**config.mk**
```make
export PLATFORM = sky130hd
export DESIGN_NAME = countdown_timer_flat
export DESIGN_NICKNAME = d
export VERILOG_FILES = /design/src/rtl/countdown_timer_if.sv /design/src/rtl/countdown_timer.sv /design/src/flat_wrapper.sv
export SDC_FILE = /design/constraint.sdc
export NUM_CORES = 1
export LEC_CHECK = 0
export ABC_AREA = 1
export CAP_MARGIN = 30
export CORE_ASPECT_RATIO = 0.8
export CORE_UTILIZATION = 30
export CTS_CLUSTER_SIZE = 30
export DETAILED_ROUTE_END_ITERATION = 16
export SYNTH_ARGS = -nofsm -noshare
export SYNTH_HDL_FRONTEND = slang
export SYNTH_SLANG_ARGS = --single-unit
```
**constraint.sdc**
```tcl
create_clock -name clk -period 2.6 [get_ports clk]
set_input_delay 0.78 -clock clk [delete_from_list [all_inputs] [get_ports clk]]
set_output_delay 0.78 -clock clk [all_outputs]
set_load 0.02 [all_outputs]
```
**src/rtl/countdown_timer_if.sv**
```systemverilog
// countdown_timer_if: keypad digit, tick and control inputs, and MM:SS display outputs of the countdown timer
interface countdown_timer_if;
  logic       load;
  logic [3:0] digit;
  logic       pgt_1hz;
  logic       start;
  logic       stop;
  logic [3:0] min_tens;
  logic [3:0] min_ones;
  logic [3:0] sec_tens;
  logic [3:0] sec_ones;
  logic       running;
  logic       zero;
  logic       done;
  modport master (
    output load, digit, pgt_1hz, start, stop,
    input  min_tens, min_ones, sec_tens, sec_ones, running, zero, done
  );
  modport slave (
    input  load, digit, pgt_1hz, start, stop,
    output min_tens, min_ones, sec_tens, sec_ones, running, zero, done
  );
endinterface

```
**src/rtl/countdown_timer.sv**
```systemverilog
// countdown_timer: four-digit BCD MM:SS countdown with keypad shift-in, 1 Hz decrement and pause/cancel
module countdown_timer (
  input logic clk,
  input logic clear,
  countdown_timer_if.slave bus
);
  typedef enum logic [1:0] {IDLE = 2'd0, RUN = 2'd1, PAUSE = 2'd2} state_t;
  state_t state_q, state_d;
  logic [3:0] mt_q, mo_q, st_q, so_q, mt_d, mo_d, st_d, so_d;
  logic load_q, tick_q, start_q, stop_q, running_q, done_q, done_d;
  logic load_rise, tick_rise, start_rise, stop_rise, zero;
  logic [3:0] mt_dec, mo_dec, st_dec, so_dec;
  logic borrow_s, borrow_t, dec_zero;
  assign load_rise  = bus.load & ~load_q;
  assign tick_rise  = bus.pgt_1hz & ~tick_q;
  assign start_rise = bus.start & ~start_q;
  assign stop_rise  = bus.stop & ~stop_q;
  assign zero = ~|{mt_q, mo_q, st_q, so_q};
  // Borrow ripples right-to-left; the 5 reload only applies on a seconds borrow
  assign borrow_s = so_q == 4'd0;
  assign borrow_t = borrow_s && st_q == 4'd0;
  assign so_dec = borrow_s ? 4'd9 : so_q - 4'd1;
  assign st_dec = borrow_s ? (st_q == 4'd0 ? 4'd5 : st_q - 4'd1) : st_q;
  assign mo_dec = borrow_t ? (mo_q == 4'd0 ? 4'd9 : mo_q - 4'd1) : mo_q;
  assign mt_dec = (borrow_t && mo_q == 4'd0) ? mt_q - 4'd1 : mt_q;
  assign dec_zero = ~|{mt_dec, mo_dec, st_dec, so_dec};
  always_comb begin
    state_d = state_q;
    {mt_d, mo_d, st_d, so_d} = {mt_q, mo_q, st_q, so_q};
    done_d = 1'b0;
    case (state_q)
      IDLE: begin
        if (stop_rise) {mt_d, mo_d, st_d, so_d} = '0;
        else begin
          if (load_rise && bus.digit <= 4'd9) {mt_d, mo_d, st_d, so_d} = {mo_q, st_q, so_q, bus.digit};
          if (start_rise && !zero) state_d = RUN;
        end
      end
      RUN: begin
        if (tick_rise) {mt_d, mo_d, st_d, so_d} = {mt_dec, mo_dec, st_dec, so_dec};
        if (tick_rise && dec_zero) begin
          done_d = 1'b1;
          state_d = IDLE;
        end else if (stop_rise) state_d = PAUSE;
      end
      PAUSE: begin
        if (stop_rise) begin
          {mt_d, mo_d, st_d, so_d} = '0;
          state_d = IDLE;
        end else if (start_rise) state_d = RUN;
      end
      default: state_d = IDLE;
    endcase
  end
  always_ff @(posedge clk or posedge clear) begin
    if (clear) begin
      state_q <= IDLE;
      {mt_q, mo_q, st_q, so_q} <= '0;
      {load_q, tick_q, start_q, stop_q} <= '0;
      running_q <= 1'b0;
      done_q <= 1'b0;
    end else begin
      state_q <= state_d;
      {mt_q, mo_q, st_q, so_q} <= {mt_d, mo_d, st_d, so_d};
      {load_q, tick_q, start_q, stop_q} <= {bus.load, bus.pgt_1hz, bus.start, bus.stop};
      running_q <= state_d == RUN;
      done_q <= done_d;
    end
  end
  assign bus.min_tens = mt_q;
  assign bus.min_ones = mo_q;
  assign bus.sec_tens = st_q;
  assign bus.sec_ones = so_q;
  assign bus.running = running_q;
  assign bus.zero = zero;
  assign bus.done = done_q;
endmodule

```
**src/flat_wrapper.sv**
```systemverilog
// flat-port wrapper written by rule: the top's interface ports become plain ports
module countdown_timer_flat 
  (clk, clear, bus_load, bus_digit, bus_pgt_1hz, bus_start, bus_stop, bus_min_tens, bus_min_ones, bus_sec_tens, bus_sec_ones, bus_running, bus_zero, bus_done);
  countdown_timer_if bus_i ();
  input logic clk;
  input logic clear;
  input wire logic [$bits(bus_i.load)-1:0] bus_load;
  input wire logic [$bits(bus_i.digit)-1:0] bus_digit;
  input wire logic [$bits(bus_i.pgt_1hz)-1:0] bus_pgt_1hz;
  input wire logic [$bits(bus_i.start)-1:0] bus_start;
  input wire logic [$bits(bus_i.stop)-1:0] bus_stop;
  output wire logic [$bits(bus_i.min_tens)-1:0] bus_min_tens;
  output wire logic [$bits(bus_i.min_ones)-1:0] bus_min_ones;
  output wire logic [$bits(bus_i.sec_tens)-1:0] bus_sec_tens;
  output wire logic [$bits(bus_i.sec_ones)-1:0] bus_sec_ones;
  output wire logic [$bits(bus_i.running)-1:0] bus_running;
  output wire logic [$bits(bus_i.zero)-1:0] bus_zero;
  output wire logic [$bits(bus_i.done)-1:0] bus_done;
  assign bus_i.load = bus_load;
  assign bus_i.digit = bus_digit;
  assign bus_i.pgt_1hz = bus_pgt_1hz;
  assign bus_i.start = bus_start;
  assign bus_i.stop = bus_stop;
  assign bus_min_tens = bus_i.min_tens;
  assign bus_min_ones = bus_i.min_ones;
  assign bus_sec_tens = bus_i.sec_tens;
  assign bus_sec_ones = bus_i.sec_ones;
  assign bus_running = bus_i.running;
  assign bus_zero = bus_i.zero;
  assign bus_done = bus_i.done;
  countdown_timer u_core (.clk(clk), .clear(clear), .bus(bus_i));
endmodule
```
* Word-level counts from Yosys, hierarchy flattened
Cells that the tools add are included.
Cells by class: add/sub/neg operators 4, $lt $le $gt $ge 1, equality and inequality tests 6, multiplexer cells 32, bitwise logic cells 8, reductions and logical operators 15
Operator list (count):
- 4-bit two-way mux | 19
- 4-bit case mux with 3 select lines | 4
- 16-bit OR reduction | 2
- 4-bit by 1-bit subtractor with 4-bit output (second input constant) | 4
- 4-bit logical NOT | 3
- 2-bit two-way mux | 6
- 2-bit case mux with 3 select lines | 1
- 1-bit logical AND | 5
- 1-bit bitwise AND | 4
- 2-bit by 1-bit == test with 1-bit output (second input constant) | 2
- 4-bit <= comparator (second input constant) | 1
- 2-bit by 1-bit inequality test with 1-bit output (second input constant) | 2
- 1-bit inverter | 4
- 4-bit AND reduction | 1
- 3-bit by 1-bit inequality test with 1-bit output (second input constant) | 1
- 3-bit nonzero test | 1
- 2-bit == test (second input constant) | 1
- 1-bit logical NOT | 2
- 2-bit logical NOT | 1
- 1-bit two-way mux | 2
Storage, ports and cells: register bits 24, logic and storage cells 77

* Depth between registers and ports, before layout
Gate-level depths: netlist of the first run.
depth after elaboration 10, mapped depth 14, gate-level depth less buffers 14

* Worst setup path after synthesis of the first run
No wires, ideal clock.
path type reg2out, from register u_core.so_q[2] (netlist: u_core.bus.sec_ones[2]), to output port bus_zero, arrival time 1.247 ns, data required time 1.820 ns, slack 0.573 ns, stages on the path, launching flop included 6, path buffers 0, cells stage by stage dfrtp_1 > nor2_2 > nand2_4 > nor2_8 > nand4_1 > inv_1
On the way: cells in the longest elaborated chain, start to end 2
RTL lines:
- start, declared | RTL line countdown_timer.sv:9 | logic [3:0] mt_q, mo_q, st_q, so_q, mt_d, mo_d, st_d, so_d;
- start signal, assigned | RTL line countdown_timer.sv:64 | {mt_q, mo_q, st_q, so_q} <= {mt_d, mo_d, st_d, so_d};
- 16-bit OR reduction | RTL line countdown_timer.sv:18 | assign zero = ~|{mt_q, mo_q, st_q, so_q};
- 1-bit logical NOT | RTL line countdown_timer.sv:18
- end, declared | RTL line flat_wrapper.sv:17 | output wire logic [$bits(bus_i.zero)-1:0] bus_zero;
No other way between the ends.

* Worst setup path after layout of the first run
from register u_core.st_q[0] (netlist: u_core.bus.sec_tens[0]), to output port bus_zero
On the way: cells in the longest elaborated chain, start to end 2
RTL lines (RTL line):
- start, declared | countdown_timer.sv:9
- start signal, assigned | countdown_timer.sv:64
- 16-bit OR reduction | countdown_timer.sv:18
- 1-bit logical NOT | countdown_timer.sv:18
No other way between the ends.

==> results of run 1 <==
metrics by stage:
| step | hold slack [ns] | setup WS [ns] |
|---|---|---|
| global route | 0.6212 | 0.008829 |
| floorplan | 0.5963 | 0.5728 |
| CTS | 0.5703 | 0.07571 |
| global placement | 0.5440 | 0.02516 |
| detailed placement | 0.5476 | 0.04327 |
| finish | 0.5668 | 0.08978 |
metal layers:
metal / share of wire (%) / vias to the layer above / track usage (%)
met5: 0 / - / 0
met4: 0.45 / 0 / 1.974
met3: 5.2 / 2 / 3.724
met2: 44 / 41 / 24.17
met1: 50 / 692 / 22.31
li1: - / 771 / -
power by group:
group | leakage, nW | internal [mW] | switching (mW) | total (mW)
Combinational | 0.706 | 0.752 | 1.08 | 1.83
Sequential | 0.300 | 0.521 | 0.144 | 0.666
Clock | 0.0288 | 0.135 | 0.123 | 0.258
sequential cells by signal, summed over array words and instances (netlist names):
register	count
u_core.tick_q	1
u_core.bus.running	1
u_core.bus.min_tens	4
u_core.state_q	2
u_core.start_q	1
u_core.load_q	1
u_core.bus.sec_tens	4
u_core.stop_q	1
u_core.bus.min_ones	4
u_core.bus.done	1
u_core.bus.sec_ones	4
cells in the final DEF (no fill, tap or decap):
cell type / n
nor2_4: 2
a21oi_1: 16
dlygate4sd2_1: 1
nand2_2: 4
xor2_1: 3
clkdlybuf4s50_1: 27
nor2_2: 3
a221oi_1: 2
nand3_1: 10
nand2_4: 3
buf_4: 15
a21o_1: 1
nand4_1: 2
inv_1: 28
o21ai_1: 1
dfrtp_1: 24
clkinv_2: 1
o21ai_0: 17
a31oi_1: 1
ha_1: 6
clkbuf_8: 4
nand3b_1: 2
nor2_8: 1
a32oi_1: 1
nor2_1: 21
a22oi_1: 8
nand2_1: 46
nor3_1: 2
how the worst min path moves through the flow:
stage	slack, ns	endpoint	start
2_1_floorplan	0.60	u_core.bus.running	u_core.state_q[1]
3_3_place_gp	0.54	u_core.bus.min_tens[3]	u_core.bus.min_tens[3]
3_5_place_dp	0.55	u_core.bus.min_tens[3]	u_core.bus.min_tens[3]
4_1_cts	0.57	u_core.bus.min_tens[3]	u_core.bus.min_tens[3]
5_1_grt	0.62	u_core.bus.min_tens[3]	u_core.bus.min_tens[3]
6_report	0.57	u_core.bus.min_tens[3]	u_core.bus.min_tens[3]
kinds of logic (layout without fill, tap and decap cells):
| family | count (synthesis) | after routing | synth area share [%] |
|---|---|---|---|
| compound gates | 47 | 47 | 17.48 |
| xor+xnor | 3 | 3 | 1.699 |
| fa+ha+maj | 6 | 6 | 4.854 |
| buf+inv | 33 | 76 | 8.090 |
| flops | 24 | 24 | 38.84 |
| simple gates | 96 | 96 | 29.04 |
worst max-delay path, cell delays in order, from the launching register on:
cell and delay (ns):
dfrtp_1 0.39, nor2_1 0.28, nand2_4 0.11, nor2_8 0.09, nand4_1 0.17, inv_1 0.09
dlygate4sd2_1 0.33
Yosys cell counts, drive strengths merged:
cell type and instances:
nand3b 2, a21oi 16, clkinv 1, a22oi 8, nor2 27, a21o 1, nand2 53, xor2 3
a221oi 2, nand4 2, o21ai 18, nor3 2, a32oi 1, inv 28, nand3 10, ha 6
dfrtp 24, clkbuf 4, a31oi 1
final cells by class:
| type | count | area share, % |
|---|---|---|
| Sequential cell | 24 | 29.11 |
| Timing Repair Buffer | 43 | 18.98 |
| Inverter | 29 | 5.337 |
| Clock buffer | 4 | 2.668 |
| Multi-Input combinational cell | 152 | 40.27 |
| Tap cell | 60 | 3.639 |
==> flow_metrics.env, run 1 <==
export IMPL_status="completed"
export IMPL_cts_buffers=3
export IMPL_synth_cells=209
export IMPL_grt_start_max_net_pins=25
export IMPL_cts_repair_resized=2
export IMPL_synth_nets=225
export IMPL_synth_cell_types=25
export IMPL_hpwl_um=2986
export IMPL_yosys_top_cells_area="dfrtp_1 (39%), nand2_1 (11%), inv_1 (6.8%)"
export IMPL_rr_worst_depth=10
export IMPL_critPathKind="flop to primary output"
export IMPL_finalSetupTns_ns=0
export IMPL_drive_gt1_share_pct=13.10
export IMPL_dieArea_mm2=0.005448
export IMPL_drtAntennaViolNets=0
export IMPL_placed_area_mm2=0.001999
export IMPL_vias=1506
export IMPL_cp_max_fo=3
export IMPL_wl_per_cell_um=12.69
export IMPL_drt_iter0_markers=72
export IMPL_overflow=0
export IMPL_synth_top_area_share_pct=38.83
export IMPL_n_antenna_cell=0
export IMPL_syn_cell_area_mm2=0.001546
export IMPL_path_clk_slew_ns=0.09
export IMPL_powerDensity_mw_per_mm2=1337
export IMPL_cts_tree="built"
export IMPL_syn_area_per_cell_um2=7.399
export IMPL_r2r_end="u_core.bus.sec_tens[1]"
export IMPL_start_util_pct=32.48
export IMPL_htree_levels=1
export IMPL_fill_cells=504
export IMPL_clock_skew_ns=0.001063
export IMPL_holdBufCountCts=0
export IMPL_drc=0
export IMPL_cts_root_buffer="clkbuf_8"
export IMPL_cts_setup_buffers=0
export IMPL_dpl_cell_count=308
export IMPL_grt_use_total_pct=15.64
export IMPL_dr_pass1_iters=4
export IMPL_start_kind="flop"
export IMPL_vdd_drop_max_v=0.0005701
export IMPL_cap_violations=0
export IMPL_maxSlewViolCount=0
export IMPL_holdCritPathClass="flop to flop"
export IMPL_cp_endpoint="bus_zero"
export IMPL_ys_ff_latch=24
export IMPL_rows=22
export IMPL_cts_buffer_depth=2
export IMPL_regArea_um2=600.6
export IMPL_grt_setup_unrepaired="no"
export IMPL_final_util_pct=43.33
export IMPL_maxSlewHeadroom_pct=66.70
export IMPL_setup_viol=0
export IMPL_crit_path_start="u_core.bus.sec_tens[0]"
export IMPL_fin_nets=269
export IMPL_min_path_cells=2
export IMPL_power_leakage_nw=1.035
export IMPL_wl_um=3958
export IMPL_coreArea_mm2=0.004762
export IMPL_seq_area_frac_synth_pct=38.83
export IMPL_cp_arrival_ns=1.73
export IMPL_min_period_over_period_pct=96.55
export IMPL_tightest_slew_ns=0.4989
export IMPL_multi_input_area_um2=830.8
export IMPL_timing_rr_start="u_core.state_q[1]"
export IMPL_cp_required_ns=1.82
export IMPL_end_kind="primary output"
export IMPL_die_h_um=66.22
export IMPL_antenna_found_initial=0
export IMPL_clock_sinks=24
export IMPL_viasPerCell=4.827
export IMPL_portBuffers=28
export IMPL_grt_pass1_wl_um=6437
export IMPL_yosysWarnings=0
export IMPL_clock_latency_ns=0.27
export IMPL_worst_r2r_setup_slack_ns=0.65
export IMPL_die_w_um=82.27
export IMPL_fin_cells=312
export IMPL_power_mw=2.758
export IMPL_hold_violations=0
export IMPL_period_needed_ns=2.510
export IMPL_place_congestion=0.8355
export IMPL_synth_top_area_cell="dfrtp_1"
export IMPL_grt_pass1_vias=1343
export IMPL_final_area_mm2=0.002063
export IMPL_fmax_mhz=398.4
export IMPL_area_growth_synth_to_final_pct=33.41
export IMPL_io_pins=29
Power figures use the tool's default switching activity.
==> run 2, diff against run 1 <==
- CORE_MARGIN: default -> 4
==> run 2 against run 1 <==
Against the previous run:
- worst setup slack gained 0.032 ns
- worst hold slack gained 0.0082 ns
- final cell count is the same
- via count shrank 2.3%
- largest cell class unchanged
==> flow_metrics.env, run 2 (same netlist as run 1, synthesis figures left out) <==
export IMPL_rows=23
export IMPL_met1Wirelength_um=2070
export IMPL_maxSlewViolCount=0
export IMPL_cts_root_buffer="clkbuf_8"
export IMPL_start_util_pct=30.88
export IMPL_htree_levels=1
export IMPL_cts_buffers=3
export IMPL_path_cells="nor2_1 -> nand2_4 -> nor2_8 -> nand4_1 -> inv_1 -> dlygate4sd2_1"
export IMPL_grt_use_total_pct=13.66
export IMPL_overflow=0
export IMPL_slowest_delay_ns=0.39
export IMPL_place_congestion=0.8371
export IMPL_path_clk_slew_ns=0.09
export IMPL_io_pins=29
export IMPL_hold_violations=0
export IMPL_layout_common_cells="nand2_1 (46), inv_1 (28), clkdlybuf4s50_1 (27), dfrtp_1 (24), nor2_1 (23)"
export IMPL_maxSlewHeadroom_pct=61.41
export IMPL_viasPerCell=4.718
export IMPL_finalSetupTns_ns=0
export IMPL_wl_per_cell_um=12.98
export IMPL_cp_required_ns=1.82
export IMPL_cp_slowest_cell="dfrtp_1"
export IMPL_vias=1472
export IMPL_area_growth_synth_to_final_pct=31.88
export IMPL_fin_cells=312
export IMPL_fmax_mhz=403.5
export IMPL_die_h_um=72.22
export IMPL_wl_um=4049
export IMPL_dp_slack_ns=0.09200
export IMPL_holdCritPathClass="flop to flop"
export IMPL_coreArea_mm2=0.005007
export IMPL_grt_start_max_net_pins=25
export IMPL_clock_sinks=24
export IMPL_dieArea_mm2=0.006375
export IMPL_power_leakage_nw=1.023
export IMPL_clock_latency_ns=0.27
export IMPL_min_period_over_period_pct=95.33
export IMPL_crit_family="simple AND/OR/NAND/NOR gates"
export IMPL_dpl_cell_count=309
export IMPL_end_kind="primary output"
export IMPL_setup_viol=0
export IMPL_cp_arrival_ns=1.70
export IMPL_die_w_um=88.27
export IMPL_portBuffers=28
export IMPL_vdd_drop_max_v=0.0005760
export IMPL_n_antenna_cell=0
export IMPL_dr_pass1_iters=4
export IMPL_antenna_found_initial=0
export IMPL_grt_setup_unrepaired="no"
export IMPL_status="completed"
export IMPL_grt_pass1_vias=1446
export IMPL_clock_skew_ns=0.007533
export IMPL_met3_length_um=228
export IMPL_critPathKind="flop to primary output"
export IMPL_cts_buffer_depth=2
export IMPL_fin_ws_ns=0.1215
export IMPL_cap_violations=0
export IMPL_period_needed_ns=2.478
export IMPL_start_kind="flop"
export IMPL_hpwl_um=3074
export IMPL_drtAntennaViolNets=0
export IMPL_cts_tree="built"
export IMPL_grt_pass1_wl_um=6941
export IMPL_cts_setup_buffers=0
export IMPL_power_mw=2.703
export IMPL_drc=0
export IMPL_powerDensity_mw_per_mm2=1325
export IMPL_fill_cells=535
export IMPL_critPathBufInv=2
export IMPL_maxUsedRoutingLayer="met4"
export IMPL_fin_nets=268
export IMPL_holdBufCountCts=0
export IMPL_drt_iter0_markers=188
export IMPL_cp_max_fo=3
export IMPL_wl_met2_um=1740
export IMPL_layout_commonest_cell="nand2_1"
export IMPL_drive_gt1_share_pct=11.60
export IMPL_tightest_slew_ns=0.5767
==> run 2: changes by cell type in the layout (fill, tap and decap cells not counted), sizes merged <==
cell	previous run	this run
clkbuf	4	3
buf	15	14
==> run 2: routing by layer <==
| layer | global-route usage, % | up-vias |
|---|---|---|
| met5 | 0 | - |
| met4 | 1.007 | 0 |
| met3 | 3.519 | 2 |
| met2 | 20.33 | 37 |
| met1 | 20.76 | 670 |
| li1 | - | 763 |
==> run 2: area by class of cell <==
class / instances / area [um2] / area share (%)
multi-input cells: 152 / 825.8 / 40.49
well taps: 62 / 77.57 / 3.804
repair buffers: 42 / 384.1 / 18.83
clock buffers: 3 / 41.29 / 2.025
inverters: 29 / 110.1 / 5.399
flip-flops and latches: 24 / 600.6 / 29.45
==> run 2: final timing paths <==
kind | start | end | slack [ns] | cells past startpoint
setup reg to reg | u_core.state_q[0] | u_core.bus.min_tens[1] | 0.66 | 8
hold / removal | u_core.bus.min_tens[3] | u_core.bus.min_tens[3] | 0.58 | 2
hold reg to reg | u_core.bus.min_tens[3] | u_core.bus.min_tens[3] | 0.58 | 2
max in group asynchronous | clear | u_core.bus.min_ones[1] | 1.50 | 3
setup / recovery | u_core.bus.sec_tens[0] | bus_zero | 0.12 | 6
min in group asynchronous | clear | u_core.bus.sec_tens[2] | 0.86 | 3
==> run 2: where the power goes <==
group          switching, mW  internal (mW)  leakage (nW)  total (mW)
clock                  0.124          0.104        0.0216       0.228
combinational           1.08          0.734         0.701        1.82
sequential             0.138          0.521         0.300       0.659
==> run 2: stage by stage <==
step                      hold slack [ns]  utilization, %  instance area [um2]
after floorplan                    0.5963               -                 1546
after global placement             0.5470           39.68                 1987
after detailed placement           0.5598           39.83                 1994
after CTS                          0.5846           40.63                 2034
after global routing               0.6213           40.73                 2039
final                              0.5750           40.73                 2039
==> run 2: tightest hold or removal path, cell delays in order (launching register included) <==
cell and delay [ns]:
dfrtp_1 0.41, nand2_1 0.07, o21ai_0 0.06
==> run 2: what timing repair did <==
action / 4_1_cts / 5_1_grt
resized for setup: 1 / 1
cloned: 0 / 0
setup endpoints to repair: 1 / 1
==> run 3, diff against run 2 <==
- CORE_MARGIN: 4 -> default
- SLEW_MARGIN: default -> 20
==> run 3 against run 2 <==
Against the previous run:
- worst hold slack about the same
- cell area up 0.98%
- critical path depth unchanged
- sequential cell count unchanged
- clock skew down 0.0052 ns
- fmax down 0.61%
- clock power up 18%
- first-iteration DRC count down 63%
- total power up 2.0%
- register-to-register slack about the same
- worst setup slack worse by 0.015 ns
- routed wire length down 2.3%
- critical endpoint unchanged
==> flow_metrics.env, run 3 (same netlist as run 1, synthesis figures left out) <==
export IMPL_status="completed"
export IMPL_drtAntennaViolNets=0
export IMPL_dieArea_mm2=0.005448
export IMPL_path_clk_slew_ns=0.09
export IMPL_fin_nets=269
export IMPL_overflow=0
export IMPL_grt_pass1_wl_um=6596
export IMPL_cts_buffers=3
export IMPL_setup_viol=0
export IMPL_holdCritPathClass="flop to flop"
export IMPL_drt_iter0_markers=69
export IMPL_dr_pass1_iters=4
export IMPL_io_pins=29
export IMPL_n_antenna_cell=0
export IMPL_hpwl_um=3021
export IMPL_cts_tree="built"
export IMPL_start_util_pct=32.48
export IMPL_dpl_cell_count=308
export IMPL_layout_commonest_cell="nand2_1"
export IMPL_grt_start_max_net_pins=25
export IMPL_wl_um=3955
export IMPL_maxSlewHeadroom_pct=68.25
export IMPL_viasPerCell=4.846
export IMPL_htree_levels=1
export IMPL_cap_violations=0
export IMPL_vdd_drop_max_v=0.0004914
export IMPL_final_area_mm2=0.002059
export IMPL_fin_cells=312
export IMPL_rows=22
export IMPL_maxSlewViolCount=0
export IMPL_rr_worst_depth=10
export IMPL_die_h_um=66.22
export IMPL_powerDensity_mw_per_mm2=1339
export IMPL_critPathKind="flop to primary output"
export IMPL_place_congestion=0.8355
export IMPL_vias=1512
export IMPL_die_w_um=82.27
export IMPL_layout_common_cells="nand2_1 (46), inv_1 (28), clkdlybuf4s50_1 (27), dfrtp_1 (24), nor2_1 (21)"
export IMPL_area_growth_synth_to_final_pct=33.17
export IMPL_power_mw=2.758
export IMPL_grt_pass1_vias=1360
export IMPL_clock_sinks=24
export IMPL_grt_setup_unrepaired="no"
export IMPL_finalSetupTns_ns=0
export IMPL_clock_latency_ns=0.28
export IMPL_period_needed_ns=2.494
export IMPL_placed_area_mm2=0.001999
export IMPL_end_kind="primary output"
export IMPL_fmax_mhz=401.0
export IMPL_cp_arrival_ns=1.71
export IMPL_drive_gt1_share_pct=13.10
export IMPL_drc=0
export IMPL_grt_use_total_pct=16.25
export IMPL_cts_buffer_depth=2
export IMPL_min_path_cells=2
export IMPL_hold_violations=0
export IMPL_cp_required_ns=1.82
export IMPL_cts_root_buffer="clkbuf_8"
export IMPL_cp_max_fo=3
export IMPL_start_kind="flop"
export IMPL_antenna_found_initial=0
export IMPL_wl_per_cell_um=12.68
export IMPL_final_util_pct=43.25
export IMPL_coreArea_mm2=0.004762
export IMPL_clock_skew_ns=0.002341
export IMPL_power_leakage_nw=1.030
export IMPL_tightest_slew_ns=0.4757
export IMPL_min_period_over_period_pct=95.91
export IMPL_fill_cells=514
export IMPL_portBuffers=28
==> run 3: worst max-delay path: stages, from the launching register on <==
cell and delay [ns]:
dfrtp_1 0.39, nor2_1 0.27, nand2_4 0.11, nor2_8 0.09, nand4_1 0.18, inv_1 0.09
clkdlybuf4s15_1 0.30
==> run 3: what timing repair did <==
| item | CTS | global route |
|---|---|---|
| resized for setup | 2 | 2 |
| hold buffers | 0 | 0 |
| setup buffers | 0 | 0 |
| endpoints found under the setup margin | 1 | 1 |
| endpoints found under the hold margin | 0 | 0 |
| pin swaps | 0 | 0 |
==> run 3: metrics by stage <==
| step | setup slack [ns] | hold WS, ns |
|---|---|---|
| floorplan | 0.5728 | 0.5963 |
| global placement | 0.02516 | 0.5440 |
| detailed placement | 0.02119 | 0.5506 |
| CTS | 0.05584 | 0.5724 |
| global route | 0.02147 | 0.6245 |
| finish | 0.1062 | 0.5750 |
==> run 3: layout make-up <==
cell class                      count  area, um2  area share [%]
Timing Repair Buffer               43      392.9           19.08
Sequential cell                    24      600.6           29.16
Tap cell                           60      75.07           3.645
Inverter                           29      110.1           5.346
Clock buffer                        4      55.05           2.673
Multi-Input combinational cell    152      825.8           40.10
==> run 3: power by group <==
| group | switching (mW) | internal, mW | total, mW |
|---|---|---|---|
| logic | 1.08 | 0.749 | 1.83 |
| registers | 0.138 | 0.521 | 0.660 |
| clock network | 0.133 | 0.136 | 0.268 |
==> run 3: path summary, 6_finish.rpt <==
check	endpoint	startpoint	slack, ns
setup reg to reg	u_core.bus.sec_tens[1]	u_core.state_q[1]	0.65
setup / recovery	bus_zero	u_core.bus.sec_tens[0]	0.11
min in group asynchronous	u_core.bus.min_tens[2]	clear	0.85
hold reg to reg	u_core.bus.min_tens[3]	u_core.bus.min_tens[3]	0.58
max in group asynchronous	u_core.state_q[1]	clear	1.51
hold / removal	u_core.bus.min_tens[3]	u_core.bus.min_tens[3]	0.58
==> run 3: routing by layer <==
metal  track usage, %  share of wire (%)  vias to the layer above
met5                0                  0                        -
met4            3.947               0.96                        0
met3            3.310                3.9                        5
met2            25.00                 43                       35
met1            22.90                 52                      700
li1                 -                  -                      772
